--- src/rtl/y_packer.sv ---
// Stream-to-SRAM packer: groups four 64-bit element slots into 256-bit y_sram words.
// Optional macro Y_PACKER_PARITY_EN puts even parity over {col, value} in slot bit 61.
module y_packer #(
  parameter int unsigned MAX_WORDS = 2048
) (
  input  logic         clock,
  input  logic         reset,
  input  logic         start,
  input  logic         in_valid,
  output logic         in_ready,
  input  logic [47:0]  in_value,
  input  logic [10:0]  in_col,
  input  logic         in_newrow,
  input  logic         in_last,
  output logic [10:0]  WriteAddress,
  output logic [255:0] WriteBus,
  output logic         WriteEnable,
  output logic [11:0]  word_count,
  output logic         done,
  output logic         overflow
);

  typedef enum logic [1:0] {StIdle, StFill, StFlush, StDone} state_e;

  state_e             state_q, state_d;
  logic [3:0][63:0]   slots_q, slots_d;
  logic [1:0]         slot_idx_q, slot_idx_d;
  logic               full_q, full_d;
  logic               in_ready_q, in_ready_d;
  logic               we_q, we_d;
  logic [10:0]        waddr_q, waddr_d;
  logic [255:0]       wbus_q, wbus_d;
  logic [11:0]        wcount_q, wcount_d;
  logic               overflow_q, overflow_d;

  logic               accept;
  logic [63:0]        slot_new;

  assign accept = in_valid && in_ready_q;

  always_comb begin
    slot_new = {1'b1, in_newrow, 1'b0, 2'b00, in_col, in_value};
`ifdef Y_PACKER_PARITY_EN
    slot_new[61] = ^{in_col, in_value};
`endif
  end

  always_comb begin
    state_d    = state_q;
    slots_d    = slots_q;
    slot_idx_d = slot_idx_q;
    full_d     = full_q;
    in_ready_d = in_ready_q;
    we_d       = 1'b0;
    waddr_d    = waddr_q;
    wbus_d     = wbus_q;
    wcount_d   = wcount_q;
    overflow_d = overflow_q;

    if (start) begin
      // start beats any element offered in the same cycle; buffered data is dropped
      state_d    = StFill;
      slots_d    = '0;
      slot_idx_d = 2'd0;
      full_d     = 1'b0;
      wcount_d   = 12'd0;
      overflow_d = 1'b0;
      in_ready_d = 1'b1;
    end else begin
      unique case (state_q)
        StIdle: ;
        StFill: begin
          if (in_valid && full_q) begin
            overflow_d = 1'b1;
          end
          if (accept) begin
            slots_d[slot_idx_q] = slot_new;
            if (slot_idx_q == 2'd3 || in_last) begin
              // output register is the second bank, so the buffer frees up at once
              we_d       = 1'b1;
              wbus_d     = slots_d;
              waddr_d    = wcount_q[10:0];
              wcount_d   = wcount_q + 12'd1;
              slots_d    = '0;
              slot_idx_d = 2'd0;
              if (wcount_q == 12'(MAX_WORDS - 1)) begin
                full_d = 1'b1;
              end
              if (in_last) begin
                state_d = StFlush;
              end
            end else begin
              slot_idx_d = slot_idx_q + 2'd1;
            end
          end
          in_ready_d = (state_d == StFill) && !full_d;
        end
        StFlush: state_d = StDone;
        StDone:  ;
        default: state_d = StIdle;
      endcase
    end
  end

  always_ff @(posedge clock) begin
    if (reset) begin
      state_q    <= StIdle;
      slots_q    <= '0;
      slot_idx_q <= 2'd0;
      full_q     <= 1'b0;
      in_ready_q <= 1'b0;
      we_q       <= 1'b0;
      waddr_q    <= 11'd0;
      wbus_q     <= '0;
      wcount_q   <= 12'd0;
      overflow_q <= 1'b0;
    end else begin
      state_q    <= state_d;
      slots_q    <= slots_d;
      slot_idx_q <= slot_idx_d;
      full_q     <= full_d;
      in_ready_q <= in_ready_d;
      we_q       <= we_d;
      waddr_q    <= waddr_d;
      wbus_q     <= wbus_d;
      wcount_q   <= wcount_d;
      overflow_q <= overflow_d;
    end
  end

  assign in_ready     = in_ready_q;
  assign WriteEnable  = we_q;
  assign WriteAddress = waddr_q;
  assign WriteBus     = wbus_q;
  assign word_count   = wcount_q;
  assign done         = (state_q == StDone);
  assign overflow     = overflow_q;

endmodule

--- config.mk ---
export PLATFORM = sky130hd
export DESIGN_NAME = y_packer
export DESIGN_NICKNAME = d
export VERILOG_FILES = /design/src/rtl/y_packer.sv
export SDC_FILE = /design/constraint.sdc
export NUM_CORES = 1
export LEC_CHECK = 0
export CAP_MARGIN = 20
export CORE_ASPECT_RATIO = 1.2
export CORE_MARGIN = 2
export CORE_UTILIZATION = 50
export DETAILED_ROUTE_END_ITERATION = 6
export DONT_BUFFER_PORTS = 1
export PLACE_DENSITY = 0.68
export SYNTH_ARGS = -nofsm -noshare
export SYNTH_HDL_FRONTEND = slang
export SYNTH_SLANG_ARGS = --single-unit
--- constraint.sdc ---
create_clock -name clock -period 1.7 [get_ports clock]
set_input_delay 0.255 -clock clock [delete_from_list [all_inputs] [get_ports clock]]
set_output_delay 0.255 -clock clock [all_outputs]
set_load 0.01 [all_outputs]
==> flow_metrics.tcl, run 1 <==
set metrics [dict create \
    outcome "finished, violations left" \
    failed_checks "negative hold slack, negative setup slack" \
    r2r-end "WriteBus[10]" \
    first_pass_iters 5 \
    fin_nets 2068 \
    arrival_ns 2.37 \
    ys.flop_type "dfxtp_1" \
    cts_hold_buf 63 \
    grtUsageTotal_pct 26.3 \
    grt_pass1_vias 15300 \
    layout_commonest_cell "dfxtp_1" \
    grt_max_degree 274 \
    ys_async_sr_fraction_pct 0 \
    p_leak_uw 0.00955 \
    timing.final.ws_setup_ns -0.169 \
    grt_pass1_wl_um 87900 \
    die_area_mm2 0.0420 \
    start_util_pct 50.8 \
    h-tree-depth 2 \
    clk_path_buf_depth 3 \
    yosysSeqAreaShare_pct 53.9 \
    wl_per_cell_um 25.5 \
    dpl_cell_area_mm2 0.0212 \
    yosys.area_share.xor_xnor_pct 0.347 \
    num_rows 80 \
    yosysWarnings 0 \
    yosys.area_share.adder_pct 0.496 \
    design_area_mm2 0.0271 \
    syn_nets 1977 \
    synth_top_family_by_area "compound AO/OA/AOI/OAI gates" \
    crit_path_max_fanout 7 \
    io_buffer_count 0 \
    hpwl_um 33700 \
    synth_seq_cells 543 \
    yosys.area.top_type "dfxtp_1" \
    cp-end-kind "register" \
    setup_viol 418 \
    synth.area.mux_share_pct 11.9 \
    finalHoldViolations 137 \
    antenna_left 0 \
    synth_top_area_share_pct 53.9 \
    hold_path_class "in2reg" \
    hold_depth 1 \
    ir_drop_uv 954 \
    clk_pin_slew_ns 0.07 \
    synth_area_mm2 0.0202 \
    hp-start "reset" \
    die-width_um 187 \
    synth_area_leaders "dfxtp_1 54%, mux2i_1 12%, a211oi_1 8.9%" \
    max_freq_mhz 535 \
    numCtsBuffers 52 \
    place_congestion 0.777 \
    grt_antenna_before_repair 3 \
    r2r_cells 9 \
    setup.worst_path.start_class "register" \
    period_share_pct 110 \
    coreArea_mm2 0.0397 \
    yosys.area_share.simple_pct 9.67 \
    clock-sinks 543 \
    syn_inst 1904 \
    reg2reg_slack_ns -0.17 \
    cts_root_buf "clkbuf_16" \
    die_h_um 224 \
    syn_to_final_growth_pct 34.2 \
    grt_overflow 0 \
    rsz0062_at_grt "yes" \
    critPathKind "reg2reg" \
    synth-edff-count 0 \
    drv_slew 0 \
    slew_headroom_pct 50.2 \
    holdWs_ns -0.240 \
    tightest_slew_ns 0.748 \
    io_pins 348 \
    vias 16200 \
    drt_iter0_drc 1040 \
    min_to "WriteBus[200]" \
    critical_path_required_ns 2.20 \
    p_per_area_mw_per_mm2 975 \
    clk-insertion-delay-late_ns 0.61 \
    drive_gt1_share_pct 27.0 \
    layout_min_cycle_time_ns 1.87 \
    via_per_inst 6.31 \
    final_cell_mix "538 x dfxtp_1, 240 x mux2i_1, 180 x a32o_1, 169 x nor2_1, 153 x a211oi_2" \
    synth.avg_cell_area_um2 10.6 \
    drt_wl_total_um 65700 \
    ys_types 34 \
    r2r-start "slot_idx_q[1]" \
    drc 0 \
    maxCapViolations 0 \
    power_uw 26400 \
    skew_ns 0.0119 \
    tritoncts "yes" \
    synth_compound_area_share_pct 19.2 \
]
[how the worst max path moves through the flow]
stage                  start             to  slack, ns  cells after the start
6_report       slot_idx_q[1]   WriteBus[10]      -0.17                      9
5_1_grt        slot_idx_q[1]   WriteBus[10]      -0.26                      9
3_5_place_dp   slot_idx_q[0]  WriteBus[210]      -0.15                      7
4_1_cts        slot_idx_q[0]  WriteBus[142]      -0.09                      8
3_3_place_gp   slot_idx_q[0]  WriteBus[158]      -0.11                      6
2_1_floorplan  slot_idx_q[0]    slots_q[10]      -0.02                      7
[cell usage after synthesis, types with 9 or more instances]
cell	instances
and2_1	9
clkbuf_1	76
nand2_1	47
nor2_1	266
dfxtp_1	543
and3_1	68
buf_2	117
a32o_1	180
nand3b_1	12
a21oi_1	34
a211oi_1	240
mux2i_1	240
nor3_1	12
[final cells by class]
cell class                 count  area [um^2]
clock inverter                21          251
timing repair buffer         233         3710
sequential                   543        10900
antenna                        5         12.5
fill                        2779        12700
multi-input combinational   1159        10000
tap                          533          667
clock buffer                  72         1530
inverter                       6         22.5
[registers in the layout, summed over array words and instances (netlist names)]
register,count
WriteEnable,1
full_q,1
in_ready,1
WriteAddress,11
WriteBus,256
slot_idx_q,2
state_q,2
word_count,12
slots_q,256
overflow,1
[what timing repair did]
action / CTS / global route
pin swaps: 30 / 189
hold endpoints to repair: 455 / 270
gates resized for setup: 87 / 343
cloned: 14 / 47
endpoints found under the setup margin: 456 / 498
buffers inserted: 18 / 10
[logic make-up (layout without fill, tap and decap cells)]
| kind of cell | after synthesis | in the layout |
|---|---|---|
| XOR/XNOR | 8 | 8 |
| AND/OR/NAND/NOR | 437 | 437 |
| AO/OA/AOI/OAI | 466 | 466 |
| adder cells (fa/ha/maj) | 8 | 8 |
| other | 0 | 5 |
| flip-flops | 543 | 543 |
| multiplexers | 240 | 240 |
| buffers and inverters | 202 | 332 |
[per-layer routing]
metal  global-route usage (%)  vias to the layer above  wire (um)
met5                        0                        -          0
met4                     11.4                        0       2550
met3                     7.86                      143       5740
met2                     45.0                      690      32400
met1                     30.4                     8086      25000
li1                         -                     7299          -
[through the flow]
stage               hold WS [ns]  cells  setup slack (ns)  TNS (ns)  util, %
detailed placement         0.355   2327            -0.155    -37.40     53.3
finish                    -0.240   2572            -0.169    -20.36     68.1
floorplan                  0.382   1904           -0.0156    -0.780        -
CTS                       -0.285   2514           -0.0912    -15.65     61.8
global route              -0.257   2570            -0.261    -43.72     68.1
global placement           0.353   2327            -0.114    -20.11     53.3
[critical path, cell delays in order (launching register included)]
cell and delay (ns):
dfxtp_4 0.38, ha_4 0.19, o2111ai_4 0.15, nor2_4 0.19, buf_4 0.15, buf_12 0.10
buf_16 0.13, clkbuf_16 0.15, nor2_1 0.04, a211oi_1 0.28
[where the power goes]
| group | internal, uW | total (uW) | leakage [uW] | switching (uW) |
|---|---|---|---|---|
| combinational | 600 | 1380 | 0.00428 | 783 |
| sequential | 12800 | 13000 | 0.00438 | 159 |
| clock | 7030 | 12000 | 0.000886 | 4980 |
No activity file was read; power rests on OpenSTA's default activity.
==> inputs of run 2 (changes only) <==
--- a/config.mk
+++ b/config.mk
@@ -9,6 +9,8 @@
 export CORE_ASPECT_RATIO = 1.2
 export CORE_MARGIN = 2
 export CORE_UTILIZATION = 50
+export CTS_BUF_LIST = sky130_fd_sc_hd__clkbuf_16
+export CTS_CLUSTER_SIZE = 8
 export DETAILED_ROUTE_END_ITERATION = 6
 export DONT_BUFFER_PORTS = 1
 export PLACE_DENSITY = 0.68
==> run 2 against run 1 <==
  * The run still ends with negative hold slack, negative setup slack left
  * Maximum frequency up 0.89%
  * Sequential share of layout area down 0.67 points
  * Final area up 1.7%
  * Via count up 2.2%
  * Critical path depth down 1
  * Power up 6.0%
  * Sequential cell count unchanged
  * Critical endpoint is now WriteBus[92]
  * Largest power group is now the clock network
==> flow_metrics.tcl, run 2 (synthesized netlist as in run 1, its figures left out) <==
set metrics [dict create \
    reg2reg_slack_ns -0.15 \
    syn_to_final_growth_pct 36.5 \
    coreArea_mm2 0.0397 \
    drt_iter0_drc 1031 \
    p_per_area_mw_per_mm2 1020 \
    fin_nets 2107 \
    hold_path_class "in2reg" \
    clk_path_buf_depth 3 \
    crit_path_max_fanout 11 \
    tritoncts "yes" \
    final_cell_mix "538 x dfxtp_1, 240 x mux2i_1, 216 x nor2_1, 182 x a211oi_2, 177 x a32o_1" \
    critPathKind "reg2reg" \
    skew_ns 0.0217 \
    maxCapViolations 0 \
    setup_viol 352 \
    path_buf_inv 4 \
    cp-end-kind "register" \
    design_area_mm2 0.0275 \
    io_pins 348 \
    ir_drop_uv 801 \
    arrival_ns 2.33 \
    p_leak_uw 0.00963 \
    period_share_pct 109 \
    drt_wl_total_um 68400 \
    tns_ns -17.73 \
    num_rows 80 \
    vias 16600 \
    wl_met2_um 33800 \
    outcome "finished, violations left" \
    grtUsageTotal_pct 28.6 \
    layout_commonest_cell "dfxtp_1" \
    die_h_um 224 \
    grt_pass1_vias 16200 \
    clock-sinks 543 \
    failed_checks "negative hold slack, negative setup slack" \
    via_per_inst 6.43 \
    die_area_mm2 0.0420 \
    numCtsBuffers 77 \
    critical_path_required_ns 2.17 \
    cts_root_buf "clkbuf_16" \
    timing.final.ws_setup_ns -0.153 \
    layout_min_cycle_time_ns 1.85 \
    grt_antenna_before_repair 6 \
    setup.worst_path.start_class "register" \
    clk_pin_slew_ns 0.05 \
    grt_max_degree 274 \
    start_util_pct 50.8 \
    path_cells "ha_4 -> o2111ai_4 -> nor2_4 -> buf_12 -> buf_16 -> buf_12 -> buf_16 -> a211oi_2" \
    h-tree-depth 3 \
    top_layer_used "met4" \
    grt_pass1_wl_um 94500 \
    rsz0062_at_grt "yes" \
    dpl_worst_slack_ns -0.155 \
    max_stage_delay_ns 0.35 \
    hpwl_um 33700 \
    clk-insertion-delay-late_ns 0.61 \
    slew_headroom_pct 47.2 \
    drv_slew 0 \
    dpl_cell_area_mm2 0.0212 \
    nFillCells 2733 \
    antenna_left 0 \
    finalHoldViolations 90 \
    io_buffer_count 0 \
    first_pass_iters 6 \
    cp_slowest_cell "dfxtp_4" \
    max_freq_mhz 540 \
    met3_wirelength_um 6130 \
    drive_gt1_share_pct 26.5 \
    wl_met1_um 25700 \
    place_congestion 0.777 \
    critPathTopFamily "buffers and inverters" \
    holdWs_ns -0.237 \
    drc 0 \
    cts_hold_buf 63 \
    grt_overflow 0 \
    die-width_um 187 \
    tightest_slew_ns 0.792 \
    wl_per_cell_um 26.5 \
]
-- run 2: path summary, 6_finish.rpt --
path | to | depth (start not counted) | start
max | WriteBus[92] | 8 | slot_idx_q[1]
min | WriteBus[196] | 1 | reset
max reg2reg | WriteBus[92] | 8 | slot_idx_q[1]
min reg2reg | slots_q[162] | 1 | slots_q[162]
-- run 2: layer usage --
metal	up-vias	GRT usage [%]
met5	-	0
met4	0	13.6
met3	172	9.18
met2	744	48.8
met1	8300	32.4
li1	7361	-
-- run 2: final cells by class --
class / instances / area, um^2 / area share (%)
Multi-Input combinational cell: 1159 / 9800 / 35.6
Tap cell: 533 / 667 / 2.42
Timing Repair Buffer: 247 / 4090 / 14.9
Antenna cell: 6 / 15.0 / 0.0545
Clock buffer: 80 / 2000 / 7.27
Inverter: 6 / 22.5 / 0.0818
Sequential cell: 543 / 10900 / 39.5
Clock inverter: 5 / 46.3 / 0.168
-- run 2: stage by stage --
stage,std cells,util (%),total power [uW],hold slack (ns)
4_1_cts,2540,65.3,27900,-0.280
6_report,2579,69.3,28000,-0.237
5_1_grt,2579,69.3,28600,-0.258
3_3_place_gp,2327,53.3,13900,0.353
3_5_place_dp,2327,53.3,13900,0.355
2_1_floorplan,1904,-,13800,0.382
-- run 2: report_power, final --
| group | total, uW | leakage, uW | internal [uW] | switching, uW |
|---|---|---|---|---|
| combinational | 1430 | 0.00424 | 628 | 800 |
| sequential | 13000 | 0.00438 | 12900 | 151 |
| clock | 13500 | 0.00101 | 8220 | 5290 |
| total | 28000 | 0.00963 | 21700 | 6240 |
-- run 2: worst reg2reg max path, stage by stage, from the launching register on --
cell,delay (ns)
dfxtp_4,0.35
ha_4,0.18
o2111ai_4,0.23
nor2_4,0.07
buf_12,0.16
buf_16,0.15
buf_12,0.14
buf_16,0.15
a211oi_2,0.28
-- run 2: timing repair --
item | in CTS | in global routing
buffers inserted | 31 | 6
resized for setup | 179 | 206
endpoints found under the hold margin | 455 | 269
pin swaps | 45 | 123
cloned | 34 | 36
endpoints found under the setup margin | 452 | 458
